`config.mk`:
```
export PLATFORM = sky130hd
export DESIGN_NAME = serial_pattern_gen_flat
export DESIGN_NICKNAME = d
export VERILOG_FILES = /design/src/rtl/serial_pattern_gen_if.sv /design/src/rtl/serial_pattern_gen.sv /design/src/flat_wrapper.sv
export SDC_FILE = /design/constraint.sdc
export NUM_CORES = 1
export LEC_CHECK = 0
export CAP_MARGIN = 20
export CORE_ASPECT_RATIO = 2
export CORE_UTILIZATION = 35
export DETAILED_ROUTE_END_ITERATION = 8
export SYNTH_ARGS = -nofsm -noshare
export SYNTH_HDL_FRONTEND = slang
export SYNTH_SLANG_ARGS = --single-unit
```
`constraint.sdc`:
```
create_clock -name CLK -period 2.3 [get_ports CLK]
set_clock_uncertainty 0.15 [all_clocks]
set_input_delay 0.46 -clock CLK [delete_from_list [all_inputs] [get_ports CLK]]
set_output_delay 0.46 -clock CLK [all_outputs]
set_load 0.005 [all_outputs]
```
`src/rtl/serial_pattern_gen_if.sv`:
```
// Bus between the serial pattern generator and whatever drives it: load request,
// pattern and run controls in; serial stream, status and predicted detector output out.
interface serial_pattern_gen_if #(
    parameter int W  = 8,
    parameter int LW = 5,
    parameter int CW = 8
);
    logic          LOAD;
    logic [W-1:0]  DATA;
    logic [LW-1:0] LEN;
    logic          REPEAT;
    logic          STOP;
    logic          X;
    logic          BUSY;
    logic          DONE;
    logic          ERR;
    logic          EXP_Y;
    logic [CW-1:0] HIT_CNT;

    modport master (
        output LOAD, DATA, LEN, REPEAT, STOP,
        input  X, BUSY, DONE, ERR, EXP_Y, HIT_CNT
    );

    modport slave (
        input  LOAD, DATA, LEN, REPEAT, STOP,
        output X, BUSY, DONE, ERR, EXP_Y, HIT_CNT
    );
endinterface

```
`src/rtl/serial_pattern_gen.sv`:
```
// Serial stimulus transmitter for the consecutive-ones detector: shifts a loaded pattern
// out MSB-first on X while tracking the detector's expected output and hit count.
module serial_pattern_gen #(
    parameter int W  = 8,
    parameter int LW = 5,
    parameter int CW = 8
) (
    input logic                 CLK,
    input logic                 RESET,
    serial_pattern_gen_if.slave bus
);
    typedef enum logic [1:0] {IDLE, SHIFT, FIN} state_t;
    typedef enum logic [1:0] {M0, M1, M2} model_t;

    state_t        state_q, state_d;
    model_t        model_q, model_d;
    logic [W-1:0]  pat_q, pat_d;
    logic [LW-1:0] len_q, len_d;
    logic [LW-1:0] bitcnt_q, bitcnt_d;
    logic          rep_q, rep_d;
    logic          stop_q, stop_d;
    logic          x_q, x_d;
    logic          busy_q, busy_d;
    logic          done_q, done_d;
    logic          err_q, err_d;
    logic [CW-1:0] hit_q, hit_d;

    logic exp_y;
    logic len_legal;
    logic pass_end;
    logic stop_seen;

    function automatic logic bit_at(input logic [W-1:0] v, input logic [LW-1:0] idx);
        logic [W-1:0] s;
        s = v >> idx;
        return s[0];
    endfunction

    // The detector is Mealy: a hit is reported on the second and later consecutive 1.
    assign exp_y     = x_q && (model_q != M0);
    assign len_legal = (bus.LEN != '0) && (bus.LEN <= LW'(W));
    assign pass_end  = (bitcnt_q == len_q - LW'(1));
    assign stop_seen = stop_q || bus.STOP;

    always_comb begin
        model_d = M0;
        if (x_q) begin
            case (model_q)
                M0:      model_d = M1;
                M1:      model_d = M2;
                M2:      model_d = M1;
                default: model_d = M0;
            endcase
        end
    end

    always_comb begin
        // NOTE: every variable gets a default before the case so no path leaves it unassigned, which would infer a latch.
        state_d  = state_q;
        pat_d    = pat_q;
        len_d    = len_q;
        rep_d    = rep_q;
        stop_d   = stop_q;
        bitcnt_d = bitcnt_q;
        hit_d    = hit_q;
        x_d      = 1'b0;
        busy_d   = 1'b0;
        done_d   = 1'b0;
        err_d    = 1'b0;

        case (state_q)
            IDLE: begin
                if (bus.LOAD) begin
                    if (len_legal) begin
                        pat_d    = bus.DATA;
                        len_d    = bus.LEN;
                        rep_d    = bus.REPEAT;
                        stop_d   = 1'b0;
                        bitcnt_d = '0;
                        hit_d    = '0;
                        x_d      = bit_at(bus.DATA, bus.LEN - LW'(1));
                        busy_d   = 1'b1;
                        state_d  = SHIFT;
                    end else begin
                        err_d = 1'b1;
                    end
                end
            end

            SHIFT: begin
                if (exp_y && (hit_q != '1)) begin
                    hit_d = hit_q + CW'(1);
                end
                stop_d = stop_seen;
                if (!pass_end) begin
                    bitcnt_d = bitcnt_q + LW'(1);
                    x_d      = bit_at(pat_q, len_q - LW'(2) - bitcnt_q);
                    busy_d   = 1'b1;
                end else if (rep_q && !stop_seen) begin
                    // Wrap with no gap; the model keeps running so the stream stays continuous.
                    bitcnt_d = '0;
                    stop_d   = 1'b0;
                    x_d      = bit_at(pat_q, len_q - LW'(1));
                    busy_d   = 1'b1;
                end else begin
                    stop_d  = 1'b0;
                    done_d  = 1'b1;
                    state_d = FIN;
                end
            end

            FIN: begin
                state_d = IDLE;
            end

            default: begin
                state_d = IDLE;
            end
        endcase
    end

    always_ff @(posedge CLK or negedge RESET) begin
        if (!RESET) begin
            state_q  <= IDLE;
            model_q  <= M0;
            pat_q    <= '0;
            len_q    <= '0;
            bitcnt_q <= '0;
            rep_q    <= 1'b0;
            stop_q   <= 1'b0;
            x_q      <= 1'b0;
            busy_q   <= 1'b0;
            done_q   <= 1'b0;
            err_q    <= 1'b0;
            hit_q    <= '0;
        end else begin
            // NOTE: non-blocking assignments so every register samples pre-edge values regardless of statement order.
            state_q  <= state_d;
            model_q  <= model_d;
            pat_q    <= pat_d;
            len_q    <= len_d;
            bitcnt_q <= bitcnt_d;
            rep_q    <= rep_d;
            stop_q   <= stop_d;
            x_q      <= x_d;
            busy_q   <= busy_d;
            done_q   <= done_d;
            err_q    <= err_d;
            hit_q    <= hit_d;
        end
    end

    assign bus.X       = x_q;
    assign bus.BUSY    = busy_q;
    assign bus.DONE    = done_q;
    assign bus.ERR     = err_q;
    assign bus.EXP_Y   = exp_y;
    assign bus.HIT_CNT = hit_q;
endmodule

```
`src/flat_wrapper.sv`:
```
// flat-port wrapper written by rule: the top's interface ports become plain ports
module serial_pattern_gen_flat 
#(
    parameter int W  = 8,
    parameter int LW = 5,
    parameter int CW = 8
)
  (CLK, RESET, bus_LOAD, bus_DATA, bus_LEN, bus_REPEAT, bus_STOP, bus_X, bus_BUSY, bus_DONE, bus_ERR, bus_EXP_Y, bus_HIT_CNT);
  serial_pattern_gen_if #(.W(W), .LW(LW), .CW(CW)) bus_i ();
  input logic CLK;
  input logic RESET;
  input wire logic [$bits(bus_i.LOAD)-1:0] bus_LOAD;
  input wire logic [$bits(bus_i.DATA)-1:0] bus_DATA;
  input wire logic [$bits(bus_i.LEN)-1:0] bus_LEN;
  input wire logic [$bits(bus_i.REPEAT)-1:0] bus_REPEAT;
  input wire logic [$bits(bus_i.STOP)-1:0] bus_STOP;
  output wire logic [$bits(bus_i.X)-1:0] bus_X;
  output wire logic [$bits(bus_i.BUSY)-1:0] bus_BUSY;
  output wire logic [$bits(bus_i.DONE)-1:0] bus_DONE;
  output wire logic [$bits(bus_i.ERR)-1:0] bus_ERR;
  output wire logic [$bits(bus_i.EXP_Y)-1:0] bus_EXP_Y;
  output wire logic [$bits(bus_i.HIT_CNT)-1:0] bus_HIT_CNT;
  assign bus_i.LOAD = bus_LOAD;
  assign bus_i.DATA = bus_DATA;
  assign bus_i.LEN = bus_LEN;
  assign bus_i.REPEAT = bus_REPEAT;
  assign bus_i.STOP = bus_STOP;
  assign bus_X = bus_i.X;
  assign bus_BUSY = bus_i.BUSY;
  assign bus_DONE = bus_i.DONE;
  assign bus_ERR = bus_i.ERR;
  assign bus_EXP_Y = bus_i.EXP_Y;
  assign bus_HIT_CNT = bus_i.HIT_CNT;
  serial_pattern_gen #(.W(W), .LW(LW), .CW(CW)) u_core (.CLK(CLK), .RESET(RESET), .bus(bus_i));
endmodule
```
==> impl_metrics.yaml <==
synthesis:
  synth_ff_type: "dfrtp_1"
  yosysWarnings: 0
  synth-edff-count: 0
  async_flop_share: 1.00
  synth_area_sq_um: 2180
  synth_cells: 203
  yosysSeqAreaShare: 0.414
  syn_nets: 234
  avgSynthCellArea_sq_um: 10.7
  ys_ff_latch: 36
  yosysUniqueCellTypes: 44
finish:
  diodes: 0
  final_nets: 287
  final_cell_mix: "dfrtp_1, clkdlybuf4s50_1, nand2_1, buf_4"
  nFillCells: 584
  drive_gt1_frac: 0.218
  syn_to_final_growth_pct: 31.0
  fin_cells: 320
  final_common_cell: "dfrtp_1"
floorplan:
  core_sq_um: 6010
  dieArea_sq_um: 6560
  rows: 40
  die_w_um: 57.8
  floorplan.initialDensity: 0.363
  chipHeight_um: 114
  ios: 31
route:
  avgRoutedWirePerCell_um: 15.5
  routed-via-count: 1667
  routed_wl_um: 4970
  drt_iter0_drc: 38
  drc_errors: 0
  viasPerCell: 5.21
  drtAntennaViolNets: 0
  firstDrtPassIters: 4
worst_setup_path:
  rr_startpoint: "u_core.bitcnt_q[1]"
  cp-end-kind: "flop"
  critical_path.startpoint_type: "flop"
  rr_worst_depth: 8
  path_max_fanout: 2
  worstPathRequired_ns: 2.29
  r2r_slack_ns: 0.05
  r2r_end: "u_core.bus.X"
  worstPathArrival_ns: 2.24
  crit_type: "reg2reg"
clock_tree:
  worstSkewPairLatency_ns: 0.28
  clk_path_buf_depth: 2
  htree_levels: 2
  cts_made_buffers: 5
  clockRootBuffer: "clkbuf_16"
  clk_pin_slew_worst_paths_ns: 0.05
  clock_sinks: 36
  cts_tree: "done"
placed_design:
  place_hpwl_um: 3860
  portBuffers: 30
  place.gp.congestion: 0.770
  place_inst: 311
pwr:
  power_uw: 3680
  switchingPower_uw: 1350
  internal_power_uw: 2340
  netSwitchingFraction: 0.365
  p_clk_frac: 0.186
  combPwrFrac: 0.531
  ir_worst_vdd_mv: 0.570
  power_frac_seq: 0.283
  power_density_nw_per_um2: 1290
  p_leak_uw: 0.00131
timing:
  maxSlewViolCount: 0
  timing.final.crit_period_ns: 2.25
  timing_hold_violations_final: 0
  max_slew.worst_pin.slew_ns: 0.611
  post-route-period-util: 0.978
  hold_ws_ns: 0.309
  slew_headroom: 0.592
  max_freq_ghz: 0.445
  grt_setup_unrepaired: "true"
  setup_violations: 0
  setup-tns-final_ns: 0
grt:
  grt_usage: 0.170
  antenna_found_initial: 0
  grt_max_degree: 37
  grt-ovfl-total: 0
  grt_pass1_vias: 1685
  grt_pass1_wl_um: 8210
run_status:
  status: "complete, no violations"
hold_path:
  hold_depth: 1
  whs_endpoint: "u_core.model_q[0]"
  min-delay-start: "u_core.model_q[0]"
  min_path_type: "reg2reg"
job:
  cap_violations: 0
sequential cells by signal, indices dropped and copies added, names as in the netlist:
register,cells
u_core.bitcnt_q,5
u_core.bus.BUSY,1
u_core.bus.DONE,1
u_core.bus.ERR,1
u_core.bus.HIT_CNT,8
u_core.bus.X,1
u_core.len_q,5
u_core.model_q,2
u_core.pat_q,8
u_core.rep_q,1
u_core.state_q,2
u_core.stop_q,1
synth_stat cells (2+ instances only):
| master | n | share of area |
|---|---|---|
| and3_1 | 3 | 0.0086 |
| o21ai_0 | 10 | 0.023 |
| nand2b_1 | 2 | 0.0057 |
| xnor2_1 | 5 | 0.020 |
| or2_2 | 2 | 0.0057 |
| dfrtp_1 | 36 | 0.41 |
| o211ai_1 | 3 | 0.010 |
| nor2b_1 | 4 | 0.011 |
| mux2_2 | 12 | 0.062 |
| mux4_2 | 6 | 0.062 |
| nand3_1 | 6 | 0.014 |
| nand2_1 | 19 | 0.033 |
| mux2i_1 | 3 | 0.014 |
| clkbuf_1 | 2 | 0.0034 |
| a21oi_1 | 2 | 0.0046 |
| a21o_1 | 2 | 0.0069 |
| and3b_1 | 2 | 0.0080 |
| ha_1 | 12 | 0.069 |
| and2_1 | 4 | 0.011 |
| o22ai_1 | 2 | 0.0057 |
| nor3_1 | 4 | 0.0092 |
| inv_1 | 15 | 0.026 |
| nand3b_1 | 2 | 0.0069 |
| nand4_1 | 3 | 0.0086 |
| xor2_1 | 10 | 0.040 |
| nor2_1 | 14 | 0.024 |
worst max-delay path, stage by stage, from the launching register on:
cell	delay (ns)
dfrtp_1	0.41
ha_1	0.29
inv_1	0.04
ha_2	0.17
fa_1	0.52
mux2i_1	0.23
nor3_2	0.07
nand3_1	0.11
o311ai_2	0.12
cell families after synthesis:
group | count (synthesis) | synth area share
XOR/XNOR | 15 | 0.0603
buffers and inverters | 19 | 0.0368
flip-flops | 36 | 0.414
AO/OA/AOI/OAI | 29 | 0.102
multiplexers | 22 | 0.145
adder cells (fa/ha/maj) | 13 | 0.0782
AND/OR/NAND/NOR | 69 | 0.164
final cells by class:
cell class | instances | area, sq um | share of cell area
Multi-Input combinational cell | 148 | 1210 | 0.425
Tap cell | 63 | 78.8 | 0.0276
Clock buffer | 7 | 143 | 0.0500
Clock inverter | 1 | 7.51 | 0.00263
Inverter | 15 | 56.3 | 0.0197
Sequential cell | 36 | 901 | 0.316
Timing Repair Buffer | 50 | 454 | 0.159
worst max path at each step:
stage / from / endpoint / slack [ns] / cells after the start
after floorplan: u_core.len_q[0] / u_core.stop_q / 0.18 / 8
after global placement: bus_LEN[0] / u_core.bus.X / -0.25 / 7
final: u_core.bitcnt_q[1] / u_core.bus.X / 0.05 / 8
after detailed placement: bus_LEN[0] / u_core.bus.X / -0.28 / 7
after global routing: u_core.len_q[1] / u_core.bus.X / -0.006 / 9
after CTS: u_core.bitcnt_q[1] / u_core.bus.X / 0.01 / 8
metal layers:
| metal | track usage | share of wire | up-vias |
|---|---|---|---|
| met4 | 0.0841 | 0.031 | 0 |
| met2 | 0.307 | 0.57 | 18 |
| li1 | - | - | 820 |
| met3 | 0.0385 | 0.023 | 9 |
| met5 | 0 | 0 | - |
| met1 | 0.180 | 0.38 | 820 |
timing repair:
action | CTS | global route
pin swaps | 1 | 8
cloned | 0 | 0
buffers inserted | 0 | 1
setup endpoints to repair | 1 | 13
gates resized for setup | 3 | 4
hold buffers | 0 | 0
hold endpoints to repair | 0 | 0
power groups by stage:
stage / combinational [uW] / sequential, uW / clock [uW]
3_3_place_gp: 1890 / 1040 / 0
5_1_grt: 2160 / 1070 / 735
4_1_cts: 1950 / 1040 / 706
2_1_floorplan: 1300 / 1030 / 0
6_report: 1950 / 1040 / 685
3_5_place_dp: 1900 / 1050 / 0
stage by stage:
step | instance area, sq um | utilization | worst slack, ns
CTS | 2840 | 0.473 | 0.0104
detailed placement | 2680 | 0.445 | -0.276
global placement | 2680 | 0.445 | -0.254
global route | 2850 | 0.475 | -0.00575
finish | 2850 | 0.475 | 0.0512
floorplan | 2180 | - | 0.180
Note: power is estimated with default switching activity, not from simulation.
